[src/rtl/shared_bus_pkg.sv]
// Shared definitions for the shared-bus receive side: default width, destination indices
// and the per-destination slot state.
package shared_bus_pkg;

  localparam int unsigned WIDTH_DEFAULT = 4;

  localparam int unsigned DEST_CEO  = 0;
  localparam int unsigned DEST_YOU  = 1;
  localparam int unsigned DEST_FRED = 2;
  localparam int unsigned DEST_JILL = 3;

  typedef enum logic {
    EMPTY = 1'b0,
    FULL  = 1'b1
  } slot_state_e;

endpackage

[src/rtl/demux_slot.sv]
// Single-entry valid/ready holding register for one destination of the shared bus.
module demux_slot
  import shared_bus_pkg::*;
#(
  parameter int unsigned Width = WIDTH_DEFAULT
) (
  input  logic             clk,
  input  logic             rst_n,
  input  logic             wr,
  input  logic [Width-1:0] wr_data,
  input  logic             ready,
  output logic [Width-1:0] data,
  output logic             valid
);

  slot_state_e      state_q, state_d;
  logic [Width-1:0] data_q;

  always_comb begin
    state_d = state_q;
    case (state_q)
      EMPTY: if (wr) state_d = FULL;
      FULL:  if (ready && !wr) state_d = EMPTY;
      default: state_d = EMPTY;
    endcase
  end

  always_ff @(posedge clk or negedge rst_n) begin
    if (!rst_n) begin
      state_q <= EMPTY;
    end else begin
      state_q <= state_d;
    end
  end

  // Contents persist after a drain; consumers qualify with valid.
  always_ff @(posedge clk or negedge rst_n) begin
    if (!rst_n) begin
      data_q <= '0;
    end else if (wr) begin
      data_q <= wr_data;
    end
  end

  assign data  = data_q;
  assign valid = (state_q == FULL);

endmodule

[src/rtl/shared_bus_demux.sv]
// Receive side of the four-party shared bus: routes tagged words into per-destination slots.
// Optional SHARED_BUS_DEMUX_STATS_EN adds a saturating drop_cnt output.
module shared_bus_demux
  import shared_bus_pkg::*;
#(
  parameter int unsigned WIDTH = WIDTH_DEFAULT
) (
  input  logic             clk,
  input  logic             rst_n,
  input  logic [WIDTH-1:0] in_data,
  input  logic [1:0]       in_sel,
  input  logic             in_valid,
  output logic             in_ready,
  input  logic             enable,
  output logic [WIDTH-1:0] ceo,
  output logic [WIDTH-1:0] you,
  output logic [WIDTH-1:0] fred,
  output logic [WIDTH-1:0] jill,
  output logic [3:0]       out_valid,
  input  logic [3:0]       out_ready
`ifdef SHARED_BUS_DEMUX_STATS_EN
  ,
  output logic [7:0]       drop_cnt
`endif
);

  logic [WIDTH-1:0] slot_data [4];
  logic [3:0]       slot_wr;

  // out_ready feeds in_ready combinationally so a draining slot can refill every cycle.
  always_comb begin
    in_ready = 1'b1;
    if (enable) begin
      in_ready = !out_valid[in_sel] || out_ready[in_sel];
    end
  end

  for (genvar i = 0; i < 4; i++) begin : g_slot
    assign slot_wr[i] = in_valid && in_ready && enable && (in_sel == 2'(i));

    demux_slot #(
      .Width(WIDTH)
    ) u_slot (
      .clk    (clk),
      .rst_n  (rst_n),
      .wr     (slot_wr[i]),
      .wr_data(in_data),
      .ready  (out_ready[i]),
      .data   (slot_data[i]),
      .valid  (out_valid[i])
    );
  end

  assign ceo  = slot_data[DEST_CEO];
  assign you  = slot_data[DEST_YOU];
  assign fred = slot_data[DEST_FRED];
  assign jill = slot_data[DEST_JILL];

`ifdef SHARED_BUS_DEMUX_STATS_EN
  logic [7:0] drop_cnt_q, drop_cnt_d;

  // in_ready is always high while disabled, so every valid word is a dropped transfer.
  always_comb begin
    drop_cnt_d = drop_cnt_q;
    if (in_valid && !enable && (drop_cnt_q != 8'hFF)) begin
      drop_cnt_d = drop_cnt_q + 8'd1;
    end
  end

  always_ff @(posedge clk or negedge rst_n) begin
    if (!rst_n) begin
      drop_cnt_q <= '0;
    end else begin
      drop_cnt_q <= drop_cnt_d;
    end
  end

  assign drop_cnt = drop_cnt_q;
`endif

endmodule

[config.mk]
export PLATFORM = sky130hd
export DESIGN_NAME = shared_bus_demux
export DESIGN_NICKNAME = d
export VERILOG_FILES = /design/src/rtl/shared_bus_pkg.sv /design/src/rtl/demux_slot.sv /design/src/rtl/shared_bus_demux.sv
export SDC_FILE = /design/constraint.sdc
export NUM_CORES = 1
export LEC_CHECK = 0
export ABC_AREA = 1
export BUFFER_PORTS_ARGS = -buffer_cell sky130_fd_sc_hd__buf_2
export CORE_MARGIN = 5
export CORE_UTILIZATION = 48
export CTS_CLUSTER_SIZE = 40
export DETAILED_ROUTE_END_ITERATION = 8
export PLACE_DENSITY_LB_ADDON = 0.1
export RECOVER_POWER = 100
export SYNTH_ARGS = -nofsm -noshare
export SYNTH_HDL_FRONTEND = slang
export SYNTH_SLANG_ARGS = --single-unit
[constraint.sdc]
create_clock -name clk -period 1.25 [get_ports clk]
set_input_delay 0.125 -clock clk [delete_from_list [all_inputs] [get_ports clk]]
set_output_delay 0.125 -clock clk [all_outputs]
set_load 0.02 [all_outputs]
==> metrics.md <==
| Metric | Value |
|---|---|
| R2R depth | 9 |
| Vias in the first global route | 933 |
| Register area | 500 sq um |
| Standard cell core area | about 2000 sq um |
| Setup TNS after final layout | -0.140 ns |
| Clock latency of the later-clocked register in the worst-skew pair | between 0.2 and 0.3 ns |
| Worst hold slack | between 0.02 and 0.025 ns |
| Number of library cell types mapped by synthesis | 18 |
| Average footprint of a synthesized cell | 8.86 sq um |
| Hold violation count in the final report | 0 |
| H-tree levels | 1 |
| Total number of vias | 931 |
| Overall fraction of global-route tracks in use | 0.165 |
| Drt drc | 0 |
| Path class of the lowest-slack min-delay path | in2reg |
| Non-Filler Cell Area, Final | 1300 sq um |
| Sink count of the clock tree | 20 |
| Worst hold stages | 2 |
| Min cycle time layout | 1.30 ns |
| Most common cell after layout, fill and taps aside | sky130_fd_sc_hd__nand2_1 |
| Total number of yosys warnings | 0 |
| Longest Clk Path Bufs | 2 |
| Classification of the worst setup path | reg2out |
| Share of the synthesized area in the top cell type | 0.504 |
| GR Overflow Total | 0 |
| Crit Reg-Reg Startpoint | g_slot[2].u_slot.valid |
| Post-route clock period utilization | 1.04 |
| Number of buffers inserted during clock tree synthesis | 3 |
| Synth area leader | sky130_fd_sc_hd__dfrtp_1 |
| Number of diodes added for antenna fixing | 0 |
| Min-Delay Startpoint | out_ready[1] |
| Wirelength per Cell | 13.0 microns |
| Dpl ws | -0.0158 ns |
| I/O Pins | 35 |
| Met2 capacity usage during global routing | 0.284 |
| Largest net degree at the start of global routing | 21 |
| Count of input and output buffers | 34 |
| Peak per-stage delay on the critical path | roughly 0.36 ns |
| Layout net count | about 170 |
| Worst slew pin tran | between 0.4 and 0.5 ns |
| Register bit total from synthesis | 20 |
| Capturing point of the worst reg2reg path | g_slot[2].u_slot.data[0] |
| Setup repair after global routing missed its margin | yes |
| List of cells traversed by the critical path | inv_1 -> o21ai_1 -> nand2_1 -> nand2_2 -> nand2_4 -> buf_6 |
| Failing checks | negative setup slack |
| Number of setup violations in the final report | 10 |
| Fraction of final layout cells sized beyond drive strength 1 | 0.291 |
| HPWL after detailed placement | 1800 microns |
| Placement Rows | 16 |
| Number of nets with antenna violations after routing | 0 |
| Initial core utilization | 0.506 |
| Number of instances in the placed design | 175 |
| Antenna violations before repair | 0 |
| GR met3 Demand/Resource | 0.0373 |
| Count of placed standard cells in the final layout, fillers left out | 185 |
| Crit-path max FO | 3 |
| Skew final | 0.00117 ns |
| First-pass DRT Iterations | 4 |
| Worst Setup SP | g_slot[2].u_slot.valid |
| Register clock-pin slew on the reported worst setup and hold paths | 0.11 ns |
| Arrival time at the worst endpoint | between 1 and 1.5 ns |
| Global-route wire length before repair | 4060 microns |
| Gp weighted congestion | 0.798 |
| Buffer type at the clock tree root | sky130_fd_sc_hd__clkbuf_4 |
| Number of max-slew violations in the final report | 0 |
| Worst path required time | 1.12 ns |
| Vias per Instance | roughly 5.0 |
| Highest-delay cell along the critical path | sky130_fd_sc_hd__dfrtp_1 |
| Layer with the highest usage | met2 |
| Register area share after synthesis | 0.504 |
| Width of the die | approximately 55 microns |
| Maximum vdd drop | between 800 and 900 uV |
| Commonest non-fill, non-tap cells in the layout | sky130_fd_sc_hd__nand2_1 (41), sky130_fd_sc_hd__dfrtp_1 (20), sky130_fd_sc_hd__clkbuf_1 (19) |
| Cell Area, Placed | about 1200 sq um |
| Cell area after synthesis | 992 sq um |
| Top cells by area, synth | sky130_fd_sc_hd__dfrtp_1 (50%), sky130_fd_sc_hd__nand2_1 (16%), sky130_fd_sc_hd__nand4_1 (10%), sky130_fd_sc_hd__nand3_4 (5.3%), sky130_fd_sc_hd__buf_4 (3.8%) |
| Height of the chip | between 50 and 60 microns |
| Met1 Use GR | 0.190 |
| Reported max-cap violation count | 0 |
| Rel. slew slack | 0.668 |
| Total area of multi-input combinational cells | 412 sq um |
| Total power divided by cell area | 1310 nW/um^2 |
| Type of element capturing the critical path | primary output |
| Number of DRC markers after the initial detailed-route iteration | 20 |
| Total detailed-routing wirelength | around 2400 microns |
| Status | finished with violations |
| CTS tree | yes |
| Gate count after technology mapping | ~110 |
| Post-route setup slack | -0.0546 ns |
| Leakage Power | 0.668 nW |
| Type of origin of the critical path | flip-flop |
| Die outline area | 3080 sq um |
| Area growth syn-to-layout | 31.0% |
| Max Clk Rate | 767 MHz |
| R2R setup slack | -0.02 ns |
| Hold endpoint | g_slot[1].u_slot.valid |
| Net Count, Synth | roughly 130 |
| Count of fill cells added during filler insertion | 184 |
==> how the worst max path moves through the flow <==
stage	end	cells after the start	slack, ns
6_report	in_ready	6	-0.05
5_1_grt	in_ready	6	-0.13
4_1_cts	in_ready	6	-0.07
3_5_place_dp	g_slot[3].u_slot.data[2]	8	-0.02
3_3_place_gp	g_slot[3].u_slot.data[2]	8	0.007
2_1_floorplan	g_slot[2].u_slot.data[0]	9	0.12
==> state kept, by name, indices dropped and copies added, names as in the netlist <==
| register | count |
|---|---|
| g_slot.u_slot.data | 16 |
| g_slot.u_slot.valid | 4 |
==> cells by family (layout without fill, tap and decap cells) <==
group | count (synthesis) | count (layout) | share of synthesized area
AOI/OAI and AO/OA | 6 | 6 | 0.0303
DFF | 20 | 20 | 0.504
and+or+nand+nor | 70 | 70 | 0.373
buffers and inverters | 16 | 62 | 0.0920
==> Yosys cell counts (all sizes together) <==
cell type / number
clkbuf: 1
nand4: 16
inv: 8
o21ai: 6
nor2: 4
nand3: 6
dfrtp: 20
buf: 7
nand2: 44
==> worst max-delay path, delay by kind of cell (launching register included) <==
| family | cells | cell delay (ns) |
|---|---|---|
| flip-flops | 1 | 0.36 |
| AND/OR/NAND/NOR | 3 | 0.22 |
| buffers and inverters | 2 | 0.19 |
| AO/OA/AOI/OAI | 1 | 0.11 |
==> layout make-up <==
class                           count  area share
Multi-Input combinational cell     76       0.317
Tap cell                           27      0.0260
Clock buffer                        4      0.0279
Inverter                            8      0.0231
Sequential cell                    20       0.385
Timing Repair Buffer               50       0.221
==> where the power goes <==
group,switching (mW),internal [mW]
logic,0.345,0.158
registers,0.0610,0.761
clock network,0.199,0.177
==> per-layer routing <==
layer,vias to the layer above,part of all wire
met4,0,0.016
li1,462,-
met1,430,0.41
met3,4,0.066
met5,-,0
met2,35,0.50
==> what timing repair did <==
item	4_1_cts	5_1_grt
hold buffers	2	1
buffers inserted	2	1
hold endpoints to repair	21	1
pin swaps	1	6
endpoints found under the setup margin	15	21
gates resized for setup	5	5
==> through the flow <==
step | total power [mW] | util
after detailed placement | 1.35 | 0.617
final | 1.70 | 0.663
after global routing | 1.80 | 0.663
after global placement | 1.33 | 0.617
after CTS | 1.73 | 0.658
after floorplan | 1.14 | -
No activity file was read; power rests on OpenSTA's default activity.
